### src/rtl/serial_bit_feeder_if.sv
// Load-side valid/ready handshake of the serial bit feeder.
// The producer side is the master and the feeder side is the slave.
interface serial_bit_feeder_if #(
  parameter int WIDTH = 8
);
  logic [WIDTH-1:0] par_in;
  logic             load_valid;
  logic             load_ready;

  modport master (output par_in, output load_valid, input load_ready);
  modport slave  (input par_in, input load_valid, output load_ready);
endinterface

### src/rtl/serial_bit_feeder.sv
// Parallel-to-serial feeder: WIDTH-bit words in, one bit per clock out, gapless between words.
// Optional `define SER_PARITY_EN appends an even-parity bit after each word.
module serial_bit_feeder #(
  parameter int WIDTH     = 8,
  parameter int MSB_FIRST = 1
) (
  input  logic                 clk,
  input  logic                 rst,
  serial_bit_feeder_if.slave   ld,
  output logic                 d_out,
  output logic                 bit_valid,
  output logic                 last_bit
);

  localparam int             CW       = (WIDTH > 1) ? $clog2(WIDTH) : 1;
  localparam logic [CW-1:0]  CNT_LOAD = CW'(WIDTH - 1);

`ifdef SER_PARITY_EN
  typedef enum logic [1:0] {ST_IDLE = 2'd0, ST_SHIFT = 2'd1, ST_PARITY = 2'd2} state_t;
  localparam logic LAST_ON_LOAD = 1'b0;
`else
  typedef enum logic [1:0] {ST_IDLE = 2'd0, ST_SHIFT = 2'd1} state_t;
  localparam logic LAST_ON_LOAD = (WIDTH == 1);
`endif

  function automatic logic head_bit(input logic [WIDTH-1:0] w);
    return (MSB_FIRST != 0) ? w[WIDTH-1] : w[0];
  endfunction

  function automatic logic [WIDTH-1:0] advance(input logic [WIDTH-1:0] w);
    return (MSB_FIRST != 0) ? (w << 1) : (w >> 1);
  endfunction

  function automatic logic even_parity(input logic [WIDTH-1:0] w);
    return ^w;
  endfunction

  state_t           state_q, state_d;
  logic [WIDTH-1:0] shift_q, shift_d;
  logic [CW-1:0]    cnt_q, cnt_d;
  logic             d_out_q, d_out_d;
  logic             bit_valid_q, bit_valid_d;
  logic             last_bit_q, last_bit_d;
  logic             parity_q, parity_d;
  logic             accept;

  // The shift register holds the not-yet-presented bits already aligned so head_bit() is next.
`ifdef SER_PARITY_EN
  assign ld.load_ready = (state_q == ST_IDLE) | (state_q == ST_PARITY);
`else
  assign ld.load_ready = (state_q == ST_IDLE) | ((state_q == ST_SHIFT) & last_bit_q);
`endif
  assign accept    = ld.load_valid & ld.load_ready;
  assign d_out     = d_out_q;
  assign bit_valid = bit_valid_q;
  assign last_bit  = last_bit_q;

  // Next-state and next-output computation
  always_comb begin
    state_d     = state_q;
    shift_d     = shift_q;
    cnt_d       = cnt_q;
    parity_d    = parity_q;
    d_out_d     = 1'b0;
    bit_valid_d = 1'b0;
    last_bit_d  = 1'b0;
    if (accept) begin
      state_d     = ST_SHIFT;
      d_out_d     = head_bit(ld.par_in);
      shift_d     = advance(ld.par_in);
      cnt_d       = CNT_LOAD;
      parity_d    = even_parity(ld.par_in);
      bit_valid_d = 1'b1;
      last_bit_d  = LAST_ON_LOAD;
    end else begin
      case (state_q)
        ST_SHIFT: begin
          if (cnt_q != {CW{1'b0}}) begin
            d_out_d     = head_bit(shift_q);
            shift_d     = advance(shift_q);
            cnt_d       = cnt_q - CW'(1);
            bit_valid_d = 1'b1;
`ifdef SER_PARITY_EN
            last_bit_d  = 1'b0;
`else
            last_bit_d  = (cnt_q == CW'(1));
`endif
          end else begin
`ifdef SER_PARITY_EN
            state_d     = ST_PARITY;
            d_out_d     = parity_q;
            bit_valid_d = 1'b1;
            last_bit_d  = 1'b1;
`else
            state_d     = ST_IDLE;
`endif
          end
        end
`ifdef SER_PARITY_EN
        ST_PARITY: state_d = ST_IDLE;
`endif
        default:   state_d = ST_IDLE;
      endcase
    end
  end

  // State and output registers
  always_ff @(posedge clk or negedge rst) begin
    if (!rst) begin
      state_q     <= ST_IDLE;
      shift_q     <= {WIDTH{1'b0}};
      cnt_q       <= {CW{1'b0}};
      parity_q    <= 1'b0;
      d_out_q     <= 1'b0;
      bit_valid_q <= 1'b0;
      last_bit_q  <= 1'b0;
    end else begin
      state_q     <= state_d;
      shift_q     <= shift_d;
      cnt_q       <= cnt_d;
      parity_q    <= parity_d;
      d_out_q     <= d_out_d;
      bit_valid_q <= bit_valid_d;
      last_bit_q  <= last_bit_d;
    end
  end

endmodule
### src/flat_wrapper.sv
// flat-port wrapper written by rule: the top's interface ports become plain ports
module serial_bit_feeder_flat 
#(
  parameter int WIDTH     = 8,
  parameter int MSB_FIRST = 1
)
  (clk, rst, d_out, bit_valid, last_bit, ld_par_in, ld_load_valid, ld_load_ready);
  serial_bit_feeder_if #(.WIDTH(WIDTH)) ld_i ();
  input  logic clk;
  input  logic rst;
  output logic d_out;
  output logic bit_valid;
  output logic last_bit;
  input wire logic [$bits(ld_i.par_in)-1:0] ld_par_in;
  input wire logic [$bits(ld_i.load_valid)-1:0] ld_load_valid;
  output wire logic [$bits(ld_i.load_ready)-1:0] ld_load_ready;
  assign ld_i.par_in = ld_par_in;
  assign ld_i.load_valid = ld_load_valid;
  assign ld_load_ready = ld_i.load_ready;
  serial_bit_feeder #(.WIDTH(WIDTH), .MSB_FIRST(MSB_FIRST)) u_core (.clk(clk), .rst(rst), .ld(ld_i), .d_out(d_out), .bit_valid(bit_valid), .last_bit(last_bit));
endmodule
### config.mk
export PLATFORM = sky130hd
export DESIGN_NAME = serial_bit_feeder_flat
export DESIGN_NICKNAME = d
export VERILOG_FILES = /design/src/rtl/serial_bit_feeder_if.sv /design/src/rtl/serial_bit_feeder.sv /design/src/flat_wrapper.sv
export SDC_FILE = /design/constraint.sdc
export NUM_CORES = 1
export LEC_CHECK = 0
export CAP_MARGIN = 20
export CORE_ASPECT_RATIO = 1.25
export CORE_MARGIN = 3
export CORE_UTILIZATION = 30
export CTS_CLUSTER_DIAMETER = 50
export CTS_CLUSTER_SIZE = 14
export DETAILED_ROUTE_END_ITERATION = 6
export GPL_TIMING_DRIVEN = 0
export HOLD_SLACK_MARGIN = 0.1
export PLACE_DENSITY = 0.52
export SLEW_MARGIN = 40
export SYNTH_ARGS = -nofsm -noshare
export SYNTH_HDL_FRONTEND = slang
export SYNTH_SLANG_ARGS = --single-unit
### constraint.sdc
create_clock -name clk -period 2.85 [get_ports clk]
set_input_delay 0.4275 -clock clk [delete_from_list [all_inputs] [get_ports clk]]
set_output_delay 0.4275 -clock clk [all_outputs]
set_load 0.1 [all_outputs]
**After elaboration in Yosys (flattened, before gate mapping)**

Cells that the tools add are included.

- $lt $le $gt $ge: 0
- Divide/modulo/power cells: 0
- Multipliers: 0
- Add/sub/neg operators: 1
- Shift-type cells: 0
- Reduce and logical (&&, ||, !) cells: 5
- Equal/unequal tests: 3
- Bitwise operators: 3
- Mux-type cells: 18

Operator list:

| operator | count |
|---|---|
| 8-bit 2-to-1 mux | 3 |
| 1-bit 2-to-1 mux | 9 |
| 3-bit 2-to-1 mux | 3 |
| 2-bit 2-to-1 mux | 3 |
| 2-bit nonzero test | 2 |
| 3-bit by 1-bit equality test with 1-bit output (second input constant) | 1 |
| 3-bit by 2-bit != test with 1-bit output (second input constant) | 1 |
| 3-bit nonzero test | 1 |
| 3-bit by 1-bit subtractor with 3-bit output (second input constant) | 1 |
| 1-bit bitwise AND | 2 |
| 2-bit by 1-bit equality test with 1-bit output (second input constant) | 1 |
| 2-bit logical NOT | 1 |
| 2-bit AND reduction | 1 |
| 1-bit bitwise OR | 1 |

- Input bits: 11
- Logic and storage cells: 36
- Memories kept: 0
- Output and inout bits: 4
- Bits in writable memories: 0
- Register bits: 16
- Bits in read-only memories: 0
- Bits in latches: 0

**Logic depth before layout (Yosys ltp)**

- Depth in word-level cells: 6
- Depth in mapped cells: 7
- Mapped depth without buffers: 5

**Worst setup path before layout**

No wires, ideal clock.

- Kind: register to register
- Start: reg u_core.last_bit_q (netlist: u_core.last_bit)
- End: reg u_core.shift_q[3]
- Slack: 0.841 ns
- Period minus slack after synthesis: 2.009 ns
- Required time: 2.729 ns
- Setup time: 0.121 ns
- Cell stages (with the launch flop): 6
- Buffers on the path: 2
- Data arrival time: 1.888 ns
- Path through: dfrtp_1 > nand2b_1 > buf_4 > nand2_2 > buf_4 > o22a_1

- Word-level cells in the longest chain between the ends: 5
- Elaborated cells on any way between the ends: 7
- Classes of those cells: mux (1); bitwise (3); reduce/logical (3)

Ends and longest elaborated chain:

| item | RTL line | text |
|---|---|---|
| start, declared | serial_bit_feeder.sv:43 | `logic last_bit_q, last_bit_d;` |
| start signal, assigned | serial_bit_feeder.sv:124 | `last_bit_q <= last_bit_d;` |
| 1-bit bitwise AND (*) | serial_bit_feeder.sv:51 | `assign ld.load_ready = (state_q == ST_IDLE) \| ((state_q == ST_SHIFT) & last_bit_q);` |
| 1-bit bitwise OR (*) | serial_bit_feeder.sv:51 |  |
| net ld_load_ready | flat_wrapper.sv:16 | `output wire logic [$bits(ld_i.load_ready)-1:0] ld_load_ready;` |
| 1-bit bitwise AND (*) | serial_bit_feeder.sv:53 | `assign accept = ld.load_valid & ld.load_ready;` |
| 2-bit nonzero test (no line) | n/a |  |
| 2-bit AND reduction (no line) | n/a |  |
| end signal, assigned | serial_bit_feeder.sv:111 | `shift_q <= {WIDTH{1'b0}};` |
| end signal, assigned | serial_bit_feeder.sv:119 | `shift_q <= shift_d;` |
| end, declared | serial_bit_feeder.sv:39 | `logic [WIDTH-1:0] shift_q, shift_d;` |

The timed path passes the listed nets; every way through them passes the cells marked *.
A chain may end at the register's enable or synchronous reset.

**Worst setup path after layout**

- Start: reg u_core.state_q[0]
- End: out ld_load_ready

- Word-level cells in the longest chain between the ends: 3
- Elaborated cells on any way between the ends: 4
- Classes of those cells: eq/ne (1); bitwise (2); reduce/logical (1)

Ends and longest elaborated chain:

| item | RTL line | text |
|---|---|---|
| start, declared | serial_bit_feeder.sv:38 | `state_t state_q, state_d;` |
| start signal, assigned | serial_bit_feeder.sv:118 | `state_q <= state_d;` |
| 2-bit by 1-bit equality test with 1-bit output | serial_bit_feeder.sv:51 |  |
| 1-bit bitwise AND | serial_bit_feeder.sv:51 |  |
| 1-bit bitwise OR (*) | serial_bit_feeder.sv:51 |  |
| end, declared | flat_wrapper.sv:16 |  |

Mark *: on every way between the ends. The rest lies on a longest branch, timed or not.

==> results <==
- The upper clock frequency limit is 560 MHz.
- The die footprint is 3230 um2.
- Per report_power, the sequential group accounts for 30.2% of the total.
- The type of the worst setup path is reg2out.
- The mapped netlist covers 774 um2.
- STA classifies the critical path endpoint as a primary output.
- The maximum number of pins on one net before global-route repair is 15.
- Setup total negative slack on the finished layout was measured at 0 ps.
- The clock period minus worst slack is 1790 ps.
- Across the VDD grid, the largest voltage drop is 0.496 mV.
- The global-route wire length before repair is 2950 um.
- Net switching is 45.4% of the power.
- The total congestion overflow is 0.
- Between clock sinks in the finished design, the worst skew comes to 2.72 ps.
- The number of buffers inserted during clock tree synthesis is 3.
- The area of placed instances is 923 um2.
- The count of max-cap constraint violations is 0.
- Using the TritonRoute via totals, the vias-per-cell ratio works out to 4.98.
- The total iterations of the first detailed-routing run is 4.
- The worst setup slack after layout is 1060 ps.
- The die width is 51.4 um.
- The number of warnings reported in the yosys synthesis log is 0.
- The analysis attributes to cell leakage a power of 0.429 nW.
- Routability-driven placement finished with a final weighted congestion of 0.719.
- Hold repair after CTS inserted 0 buffers.
- The synthesis-to-layout area growth is 22.1%.
- Ranked by total cell area, the synthesized netlist is headed by sky130_fd_sc_hd__dfrtp_1 45%, sky130_fd_sc_hd__a21boi_2 8.7%, sky130_fd_sc_hd__a32o_1 7.8%.
- For the worst setup path, the data required time is 2420 ps.
- In this run the power density over the cells is 1150 nW/um2.
- The most frequently used cell type in the post-synthesis netlist is sky130_fd_sc_hd__dfrtp_1.
- The number of sinks on the clock net is 14.
- The number of distinct library cells after synthesis is 24.
- The internal power of the cells totals 0.595 mW.
- The clock network is responsible for 9.9% of the overall power.
- The share of flip-flops with an asynchronous set or reset is 100%.
- The TritonCTS clock tree is done.
- The kind of launch point of the worst setup path is a flop.
- The clock passes through at most 2 buffers.
- The synthesized design devotes to its leading area cell type 45.2% of total area.
- The number of cells upsized or downsized after cts is 0.
- The core box area is 2330 um2.
- The min-delay analysis places its worst path in the category reg2reg.
- Cells fill 40.6% of the core in the end.
- Timing analysis after detailed placement gives a worst setup slack of 1360 ps.
- In the final routed layout, each cell accounts on average for 14.3 um.
- The combinational share of power is 59.9%.
- For this run, the total global-route usage over all layers was measured as 12.1%.
- The total routed wirelength is 1590 um.
- In this run, synthesis produced a sequential element count of 14.
- After clock tree synthesis, the clock-pin slew on the worst setup and hold paths is 80 ps.
- The biggest area contributor in the post-synthesis netlist is sky130_fd_sc_hd__dfrtp_1.
- The vias after detailed routing is 553.
- The worst path uses 62.7% of the clock period.
- The post-route netlist has 31.3% of its cells at a drive strength greater than 1.
- The worst stage delay on the critical path is 440 ps.
- The initial DRC count is 13.
- The completed layout was analyzed and its total power is 1.09 mW.
- The initial antenna violation count is 0.
- For this configuration, the core starts out at a cell density of 33.2%.
- The clock latency on the worst-skew pair is 270 ps.
- In this run the vertical extent of the chip is 62.8 um.
- Setup violations remaining at the end of the flow were counted as 0.
- In this run the clock root is driven by a sky130_fd_sc_hd__clkbuf_4.
- After legalization and detailed placement, the total HPWL measured 1100 um.
- The fill cell instance count of the final layout is 241.
- Measured against its own limit, the worst slew margin works out to 56.1%.
- The post-detailed-route DRC marker count is 0.
- The count of buffers added on input and output ports is 13.
- In the synthesized netlist, the number of instances is 64.
- In this run the mean area of a mapped cell was 12.1 um2.
- Setup repair after global routing left no endpoint under its margin.
- The number of global-route vias before repair is 621.
- Data arrives at the worst endpoint at 1360 ps.
- The number of setup buffers added after CTS is 0.
- The number of levels the H-tree was split into is 1.
- The dominant register cell in the synthesized netlist is sky130_fd_sc_hd__dfrtp_1.
- The floorplan has 19 rows.
- The I/O pin count is 15.
- The antenna violation net count after detailed routing is 0.
- The number of enable-type register cells in the synthesized netlist is 0.
- The count of inserted antenna diode cells is 0.
- The maximum fanout count along the critical path is 10.
- The final max-slew violation count is 0.
- On the critical path, the stage with the largest delay is an instance of sky130_fd_sc_hd__buf_2.
- For this run, the post-layout net count is 96.
- The switching power summed over all nets is 0.494 mW.
- The finished cells cover 946 um2.
- The transition at the pin with the smallest max-transition slack is 657 ps.
- The flow ran to the end, and the final reports show no timing, DRC or antenna violations.
- The signal on the critical path passes through nand2b_1 -> buf_4 -> buf_2.
- The sequential share of the synthesized area is 45.2%.
- The final hold violation count is 0.
- The post-synth net total is 78.
- Ranked by instance count, the synthesized netlist is headed by 14 x sky130_fd_sc_hd__dfrtp_1, 6 x sky130_fd_sc_hd__a21boi_2, 6 x sky130_fd_sc_hd__a32o_1, 6 x sky130_fd_sc_hd__o22a_1.
-- worst max-delay path, delay by kind of cell (launching register included) --
kind	cells	cell delay [ps]
flops	1	410
simple gates	1	80
buf+inv	2	600
-- metal layers --
layer | up-vias | part of all wire (%) | GRT usage, %
li1 | 272 | - | -
met1 | 266 | 48 | 16.1
met2 | 13 | 45 | 17.8
met3 | 2 | 6.0 | 5.49
met4 | 0 | 1.1 | 2.95
met5 | - | 0 | 0
-- stage by stage --
stage	hold WS, ps	cells
after CTS	514	111
after detailed placement	497	108
final	508	111
after global placement	488	108
after global routing	564	111
after floorplan	132	64
-- flip-flops by register name, indices dropped and copies added (netlist names) --
signal / cells
u_core.last_bit: 1
u_core.state_q: 1
u_core.bit_valid: 1
u_core.d_out: 1
u_core.shift_q: 7
u_core.cnt_q: 3
-- logic make-up (layout without fill, tap and decap cells) --
logic type / after synthesis / in the layout / synth area share (%)
adders and majority gates: 3 / 3 / 4.85
AOI/OAI and AO/OA: 26 / 26 / 29.7
buffers and inverters: 9 / 25 / 9.37
DFF: 14 / 14 / 45.2
and+or+nand+nor: 12 / 12 / 10.8
-- final cells by class --
cell class	count	area [um2]	share of cell area [%]
buffer	7	65.1	6.88
clock buffer	3	22.5	2.38
inverter	2	7.51	0.794
multi-input combinational	41	352	37.2
sequential	14	350	37.0
tap	31	38.8	4.10
timing repair buffer	13	110	11.6
-- cells in the final DEF, fill, tap and decap left out, types with 2 or more instances in the layout --
master	count
sky130_fd_sc_hd__a21boi_2	6
sky130_fd_sc_hd__a21oi_1	2
sky130_fd_sc_hd__a32o_1	6
sky130_fd_sc_hd__and3_1	3
sky130_fd_sc_hd__and3_2	2
sky130_fd_sc_hd__buf_2	6
sky130_fd_sc_hd__buf_4	2
sky130_fd_sc_hd__clkbuf_4	3
sky130_fd_sc_hd__clkdlybuf4s50_1	9
sky130_fd_sc_hd__dfrtp_1	14
sky130_fd_sc_hd__ha_1	3
sky130_fd_sc_hd__inv_1	2
sky130_fd_sc_hd__nand2_1	3
sky130_fd_sc_hd__o21ai_0	2
sky130_fd_sc_hd__o22a_1	6
-- worst paths after layout --
path                                    from                end  slack (ps)  cells after the start
max                        u_core.state_q[0]      ld_load_ready        1060                      3
min                        u_core.shift_q[1]  u_core.shift_q[1]         510                      1
max reg2reg                  u_core.cnt_q[0]  u_core.shift_q[6]        1440                      6
min reg2reg                u_core.shift_q[1]  u_core.shift_q[1]         510                      1
min in group asynchronous                rst  u_core.state_q[0]         550                      1
max in group asynchronous                rst  u_core.shift_q[5]        1880                      1
-- power by group through the flow --
stage               Combinational, mW  Clock [mW]  Sequential (mW)
floorplan                       0.431           0            0.439
CTS                             0.660       0.115            0.331
detailed placement              0.658           0            0.334
finish                          0.652       0.108            0.330
global route                    0.723       0.128            0.344
global placement                0.677           0            0.334
Note: power is estimated with default switching activity, not from simulation.
